$ cat config.mk
export PLATFORM = sky130hd
export DESIGN_NAME = edge_detect_multi
export DESIGN_NICKNAME = d
export VERILOG_FILES = /design/src/rtl/edge_detect_multi.sv
export SDC_FILE = /design/constraint.sdc
export NUM_CORES = 1
export LEC_CHECK = 0
export CAP_MARGIN = 20
export CORE_UTILIZATION = 53
export DETAILED_ROUTE_END_ITERATION = 8
export GPL_TIMING_DRIVEN = 0
export HOLD_SLACK_MARGIN = 0.15
export PLACE_DENSITY = 0.93
export SKIP_LAST_GASP = 1
export SYNTH_ARGS = -nofsm -noshare
export SYNTH_HDL_FRONTEND = slang
export SYNTH_SLANG_ARGS = --single-unit
$ cat constraint.sdc
create_clock -name clk_50M -period 1.7 [get_ports clk_50M]
set_input_delay 0.34 -clock clk_50M [delete_from_list [all_inputs] [get_ports clk_50M]]
set_output_delay 0.34 -clock clk_50M [all_outputs]
set_load 0.05 [all_outputs]
$ cat src/rtl/edge_detect_multi.sv
// edge_detect_multi
// Multi-channel interrupt edge detector. Each channel of rx_int goes through
// a flop synchroniser and a debounce filter; registered rising/falling/both
// pulses are produced from the filtered level. A per-channel sticky pending
// flag is set for the edge type selected by mode and cleared by irq_clr
// (set wins over clear). irq is the OR of all pending flags.
//
// Optional feature, enabled by defining the macro EDGE_CNT_EN:
//   adds cnt_clr / edge_cnt and one saturating event counter per channel.
//
// rst_n asserts asynchronously; its deassertion is expected to be aligned to
// clk_50M by the system reset synchroniser that drives it.
module edge_detect_multi #(
  parameter int CH_NUM      = 4,
  parameter int SYNC_STAGES = 2,
  parameter int FILT_LEN    = 4,
  parameter int CNT_W       = 8
) (
  input  logic                    clk_50M,
  input  logic                    rst_n,
  input  logic [CH_NUM-1:0]       rx_int,
  input  logic [2*CH_NUM-1:0]     mode,
  input  logic [CH_NUM-1:0]       irq_clr,
`ifdef EDGE_CNT_EN
  input  logic [CH_NUM-1:0]       cnt_clr,
  output logic [CH_NUM*CNT_W-1:0] edge_cnt,
`endif
  output logic [CH_NUM-1:0]       pos_rx_int,
  output logic [CH_NUM-1:0]       neg_rx_int,
  output logic [CH_NUM-1:0]       doub_rx_int,
  output logic [CH_NUM-1:0]       irq_pend,
  output logic                    irq
);

  // Filter counter only has to reach FILT_LEN-1.
  localparam int              FC_W    = $clog2(FILT_LEN + 1);
  localparam logic [FC_W-1:0] FC_LAST = FC_W'(FILT_LEN - 1);

  // Reject illegal configurations at elaboration time.
  if ((CH_NUM < 1) || (CH_NUM > 32) || (SYNC_STAGES < 2) || (SYNC_STAGES > 4) ||
      (FILT_LEN < 1) || (FILT_LEN > 255) || (CNT_W < 1)) begin : g_bad_param
    $error("edge_detect_multi: parameter out of range");
  end

  logic [CH_NUM-1:0] w_pos;
  logic [CH_NUM-1:0] w_neg;
  logic [CH_NUM-1:0] w_doub;
  logic [CH_NUM-1:0] w_pend;

  for (genvar gi = 0; gi < CH_NUM; gi++) begin : g_ch
    logic [SYNC_STAGES-1:0] r_sync;
    logic                   r_filt;
    logic                   r_filt_d;
    logic [FC_W-1:0]        r_fc;
    logic                   r_pos;
    logic                   r_neg;
    logic                   r_doub;
    logic                   r_pend;
    logic                   w_s;
    logic                   w_filt_nxt;
    logic [FC_W-1:0]        w_fc_nxt;
    logic                   w_set;
    logic [1:0]             w_mode;

    assign w_s    = r_sync[SYNC_STAGES-1];
    assign w_mode = mode[2*gi +: 2];

    // Shift the raw asynchronous input through the synchroniser chain.
    always_ff @(posedge clk_50M or negedge rst_n) begin
      if (!rst_n) begin
        r_sync <= '0;
      end else begin
        r_sync <= {r_sync[SYNC_STAGES-2:0], rx_int[gi]};
      end
    end

    // Debounce: accept the synchronised level only after FILT_LEN
    // consecutive samples that differ from the current filtered level.
    always_comb begin
      w_filt_nxt = r_filt;
      w_fc_nxt   = r_fc;
      if (w_s == r_filt) begin
        w_fc_nxt = '0;
      end else if (r_fc == FC_LAST) begin
        w_filt_nxt = w_s;
        w_fc_nxt   = '0;
      end else begin
        w_fc_nxt = r_fc + FC_W'(1);
      end
    end

    // Filter state and registered edge pulses from the filtered level.
    always_ff @(posedge clk_50M or negedge rst_n) begin
      if (!rst_n) begin
        r_filt   <= 1'b0;
        r_filt_d <= 1'b0;
        r_fc     <= '0;
        r_pos    <= 1'b0;
        r_neg    <= 1'b0;
        r_doub   <= 1'b0;
      end else begin
        r_filt   <= w_filt_nxt;
        r_filt_d <= r_filt;
        r_fc     <= w_fc_nxt;
        r_pos    <= r_filt & ~r_filt_d;
        r_neg    <= ~r_filt & r_filt_d;
        r_doub   <= r_filt ^ r_filt_d;
      end
    end

    // Decide whether this cycle's pulse should raise the pending flag.
    always_comb begin
      w_set = 1'b0;
      case (w_mode)
        2'b01:   w_set = r_pos;
        2'b10:   w_set = r_neg;
        2'b11:   w_set = r_pos | r_neg;
        default: w_set = 1'b0;
      endcase
    end

    // Sticky pending flag; a new event beats a simultaneous clear.
    always_ff @(posedge clk_50M or negedge rst_n) begin
      if (!rst_n) begin
        r_pend <= 1'b0;
      end else if (w_set) begin
        r_pend <= 1'b1;
      end else if (irq_clr[gi]) begin
        r_pend <= 1'b0;
      end else begin
        r_pend <= r_pend;
      end
    end

`ifdef EDGE_CNT_EN
    localparam logic [CNT_W-1:0] CNT_MAX = {CNT_W{1'b1}};
    logic [CNT_W-1:0] r_cnt;

    // Saturating event counter; a clear coinciding with an event leaves 1.
    always_ff @(posedge clk_50M or negedge rst_n) begin
      if (!rst_n) begin
        r_cnt <= '0;
      end else if (w_set) begin
        if (cnt_clr[gi]) begin
          r_cnt <= CNT_W'(1);
        end else if (r_cnt != CNT_MAX) begin
          r_cnt <= r_cnt + CNT_W'(1);
        end else begin
          r_cnt <= r_cnt;
        end
      end else if (cnt_clr[gi]) begin
        r_cnt <= '0;
      end else begin
        r_cnt <= r_cnt;
      end
    end

    assign edge_cnt[CNT_W*gi +: CNT_W] = r_cnt;
`endif

    assign w_pos[gi]  = r_pos;
    assign w_neg[gi]  = r_neg;
    assign w_doub[gi] = r_doub;
    assign w_pend[gi] = r_pend;
  end

  assign pos_rx_int  = w_pos;
  assign neg_rx_int  = w_neg;
  assign doub_rx_int = w_doub;
  assign irq_pend    = w_pend;
  assign irq         = |w_pend;

endmodule

==> results by group <==
Logic synthesis
  • Synth warn: 0
  • Yosys top cell by area: dfrtp_1
  • Cells after Synth: 121
  • Main area contributors after synthesis: dfrtp_1 (65%), ha_1 (8.8%), buf_4 (7.1%)
  • #FFs+latches synth: 44
  • Post-Synthesis Cell Area: 1702 um^2
  • Main combinational cell family by area after synthesis: buffers and inverters
  • Post-Synth Simple-Gate Area: 8.235%
  • Proportion of synthesized area in mux cells: 2.647%
  • Synth Area in Adders: 8.824%
  • Compound-Gate Fraction of Synth Area: 2.941%
  • Syn avg cell area: 14.06 um^2
  • Synth Area in XOR/XNOR: 2.059%
  • Distinct cells, synth: 13
  • Yosys top cell area share: 64.71%
  • Sequential-to-total area share from yosys stat: 64.71%
  • Syn Nets: between 150 and 200

Placed design
  • Port Buffers: 34
  • Placed cell count: roughly 200
  • Post-DP Area: 2092 um^2
  • Gpl congestion: 0.6886
  • DP Wirelength: 2172 um

Worst hold path
  • Worst hold start: g_ch[3].r_sync[0]
  • Worst hold stages: 0
  • Worst hold path class: register to register

Timing
  • Final setup violation count: 0
  • Fmax: 610.7 MHz
  • Final Hold Vio Count: 0
  • Tmin final: 1.638 ns
  • Pins Over Slew Limit: 0
  • Max_slew headroom: 39.24%
  • Worst Tran Pin Value: 0.9114 ns
  • RSZ-0062 raised after global routing: no
  • Crit share post-route: between 90% and 100%
  • Worst Skew: 0.006705 ns
  • Post-Route Setup TNS: 0 ns

Cells and area
  • Antenna diodes: 0
  • Fillers: 225
  • Layout area overhead: 22.79%
  • Nets: about 190
  • Share of cells above drive strength 1: around 29%
  • Post-Layout Cell Count: 208
  • Fin area: roughly 2100 um^2

Drt
  • Via count: 966
  • Initial drt markers: 21
  • WL/cell: ~13 um
  • DRC violations left: 0
  • 1st-pass router iterations: 3
  • Drt total wl: 2715 um
  • Vias/cell: 4.644
  • Number of routed nets with antenna violations: 0

Clocking
  • Clock buffer count from CTS: 5
  • CTS tree: done
  • Clock sink count: 44
  • Post-CTS setup buffers: 0
  • Worst-case clock buffer depth: 2
  • Worst-path clk slew: between 0.1 and 0.15 ns
  • CTS root buf: clkbuf_4
  • # H-tree levels: 2
  • Worst-skew pair later-pin latency: 0.35 ns

Global route
  • Largest net degree at the start of global routing: 45
  • Global-route wire length before repair: 4416 um
  • Tot GR Track Use: a little under a fifth
  • Vias in the first global route: 1000
  • GRT overflow: 0
  • Antenna violations before repair: 0

Worst setup path
  • Reg2reg start: g_ch[0].r_fc[0]
  • Reg2Reg Depth: 3
  • Worst Path Class, Setup: register to output pin
  • Crit end category: output pin
  • Critical path required time: 1.36 ns
  • CP max FO: 1
  • Crit path launch: g_ch[2].r_doub
  • Critical path arrival: between 1 and 1.5 ns
  • Worst setup SP type: register

Power and ir drop
  • Power Dens Cells: 1936 nW/um^2
  • Tot Pwr: 0.004046 W
  • Maximum VDD drop: 0.8207 mV
  • Lkg Pwr: between 1 and 1.5 nW

Floorplanning
  • Row count: 20
  • Initial Util: approximately 56%
  • Die X: between 50 and 60 um
  • Die span in y: 58.66 um
  • I/O pins: 35
  • Die Area: about 3400 um^2
  • Core area: 3053 um^2

Run status
  • Status: finished clean

Job
  • Max_cap viols: 0
-- per-layer routing --
metal / up-vias / GRT usage, % / wire length, um
met4: 0 / 7.143 / 48
li1: 457 / - / -
met5: - / 0 / 0
met1: 468 / 17.52 / 972
met2: 35 / 35.63 / 1487
met3: 6 / 7.473 / 207
-- power by group --
| part | switching, W | leakage (nW) | internal, W |
|---|---|---|---|
| Clock | 0.000303 | 0.0380 | 0.000197 |
| Sequential | 0.000246 | 0.548 | 0.00142 |
| Combinational | 0.00119 | 0.475 | 0.000692 |
-- critical path: stages (launching register included) --
cell	delay, ns
dfrtp_1	0.35
buf_4	0.09
dlygate4sd2_1	0.51
-- synth_stat cells --
cell type,number
dfrtp_1,44
ha_1,12
xnor2_1,4
mux2_2,4
inv_1,16
nor2b_1,1
o21ai_0,4
a22oi_1,4
nor2b_4,4
nor3b_1,7
nand4_1,1
buf_4,16
nor3_1,4
-- layout by cell type (no fill, tap or decap) --
| cell type | synthesis | final |
|---|---|---|
| clkbuf_4 | 0 | 5 |
| buf_4 | 16 | 16 |
| clkbuf_8 | 0 | 1 |
| ha_1 | 12 | 12 |
| clkbuf_2 | 0 | 14 |
| nand4_1 | 1 | 1 |
| o21ai_0 | 4 | 4 |
| nor3b_1 | 7 | 7 |
| nor3_1 | 4 | 4 |
| nor2b_4 | 4 | 4 |
| clkinv_2 | 0 | 2 |
| clkdlybuf4s50_1 | 0 | 16 |
| nor2b_1 | 1 | 1 |
| dfrtp_1 | 44 | 44 |
| dlygate4sd3_1 | 0 | 1 |
| buf_2 | 0 | 1 |
| xnor2_1 | 4 | 4 |
| a22oi_1 | 4 | 4 |
| inv_1 | 16 | 16 |
| mux2_2 | 4 | 4 |
| dlygate4sd2_1 | 0 | 3 |
-- flip-flops by register name (all words and copies together), names as in the netlist --
register       flops
g_ch.r_fc         12
g_ch.r_sync        8
g_ch.r_doub        4
g_ch.r_filt        4
g_ch.r_filt_d      4
g_ch.r_neg         4
g_ch.r_pend        4
g_ch.r_pos         4
-- stage by stage --
stage	hold slack, ns	utilization (%)	setup WS, ns
floorplan	0.04441	-	0.4662
global placement	0.3315	68.69	-0.6756
detailed placement	0.3347	68.52	0.06219
CTS	0.3611	70.33	-0.06061
global route	0.3751	68.44	0.0004153
finish	0.3582	68.44	0.06246
-- cell type report --
type	count	area [um^2]	area share [%]
inverter	16	60.06	2.874
clock inverter	2	10.01	0.4790
tap	44	55.05	2.635
clock buffer	6	51.30	2.455
timing repair buffer	35	271.5	12.99
buffer	16	120.1	5.749
sequential	44	1101	52.69
multi-input combinational	45	420.4	20.12
-- cells by family (layout without fill, tap and decap cells) --
| group | after synthesis | count (layout) |
|---|---|---|
| AO/OA/AOI/OAI | 8 | 8 |
| buffers and inverters | 32 | 75 |
| flip-flops | 44 | 44 |
| multiplexers | 4 | 4 |
| AND/OR/NAND/NOR | 17 | 17 |
| adder cells (fa/ha/maj) | 12 | 12 |
| XOR/XNOR | 4 | 4 |
-- path summary, 6_finish.rpt --
| kind | endpoint | slack (ns) |
|---|---|---|
| hold / removal | g_ch[3].r_sync[1] | 0.36 |
| max in group asynchronous | g_ch[0].r_sync[0] | 0.49 |
| setup / recovery | doub_rx_int[2] | 0.06 |
| hold reg to reg | g_ch[3].r_sync[1] | 0.36 |
| setup reg to reg | g_ch[0].r_filt | 0.53 |
| min in group asynchronous | g_ch[2].r_doub | 0.64 |
-- timing repair --
action	4_1_cts	5_1_grt
hold buffers	1	0
setup endpoints to repair	17	14
hold endpoints to repair	44	0
gates cloned	0	0
gates resized for setup	21	24
Note: power is estimated with default switching activity, not from simulation.
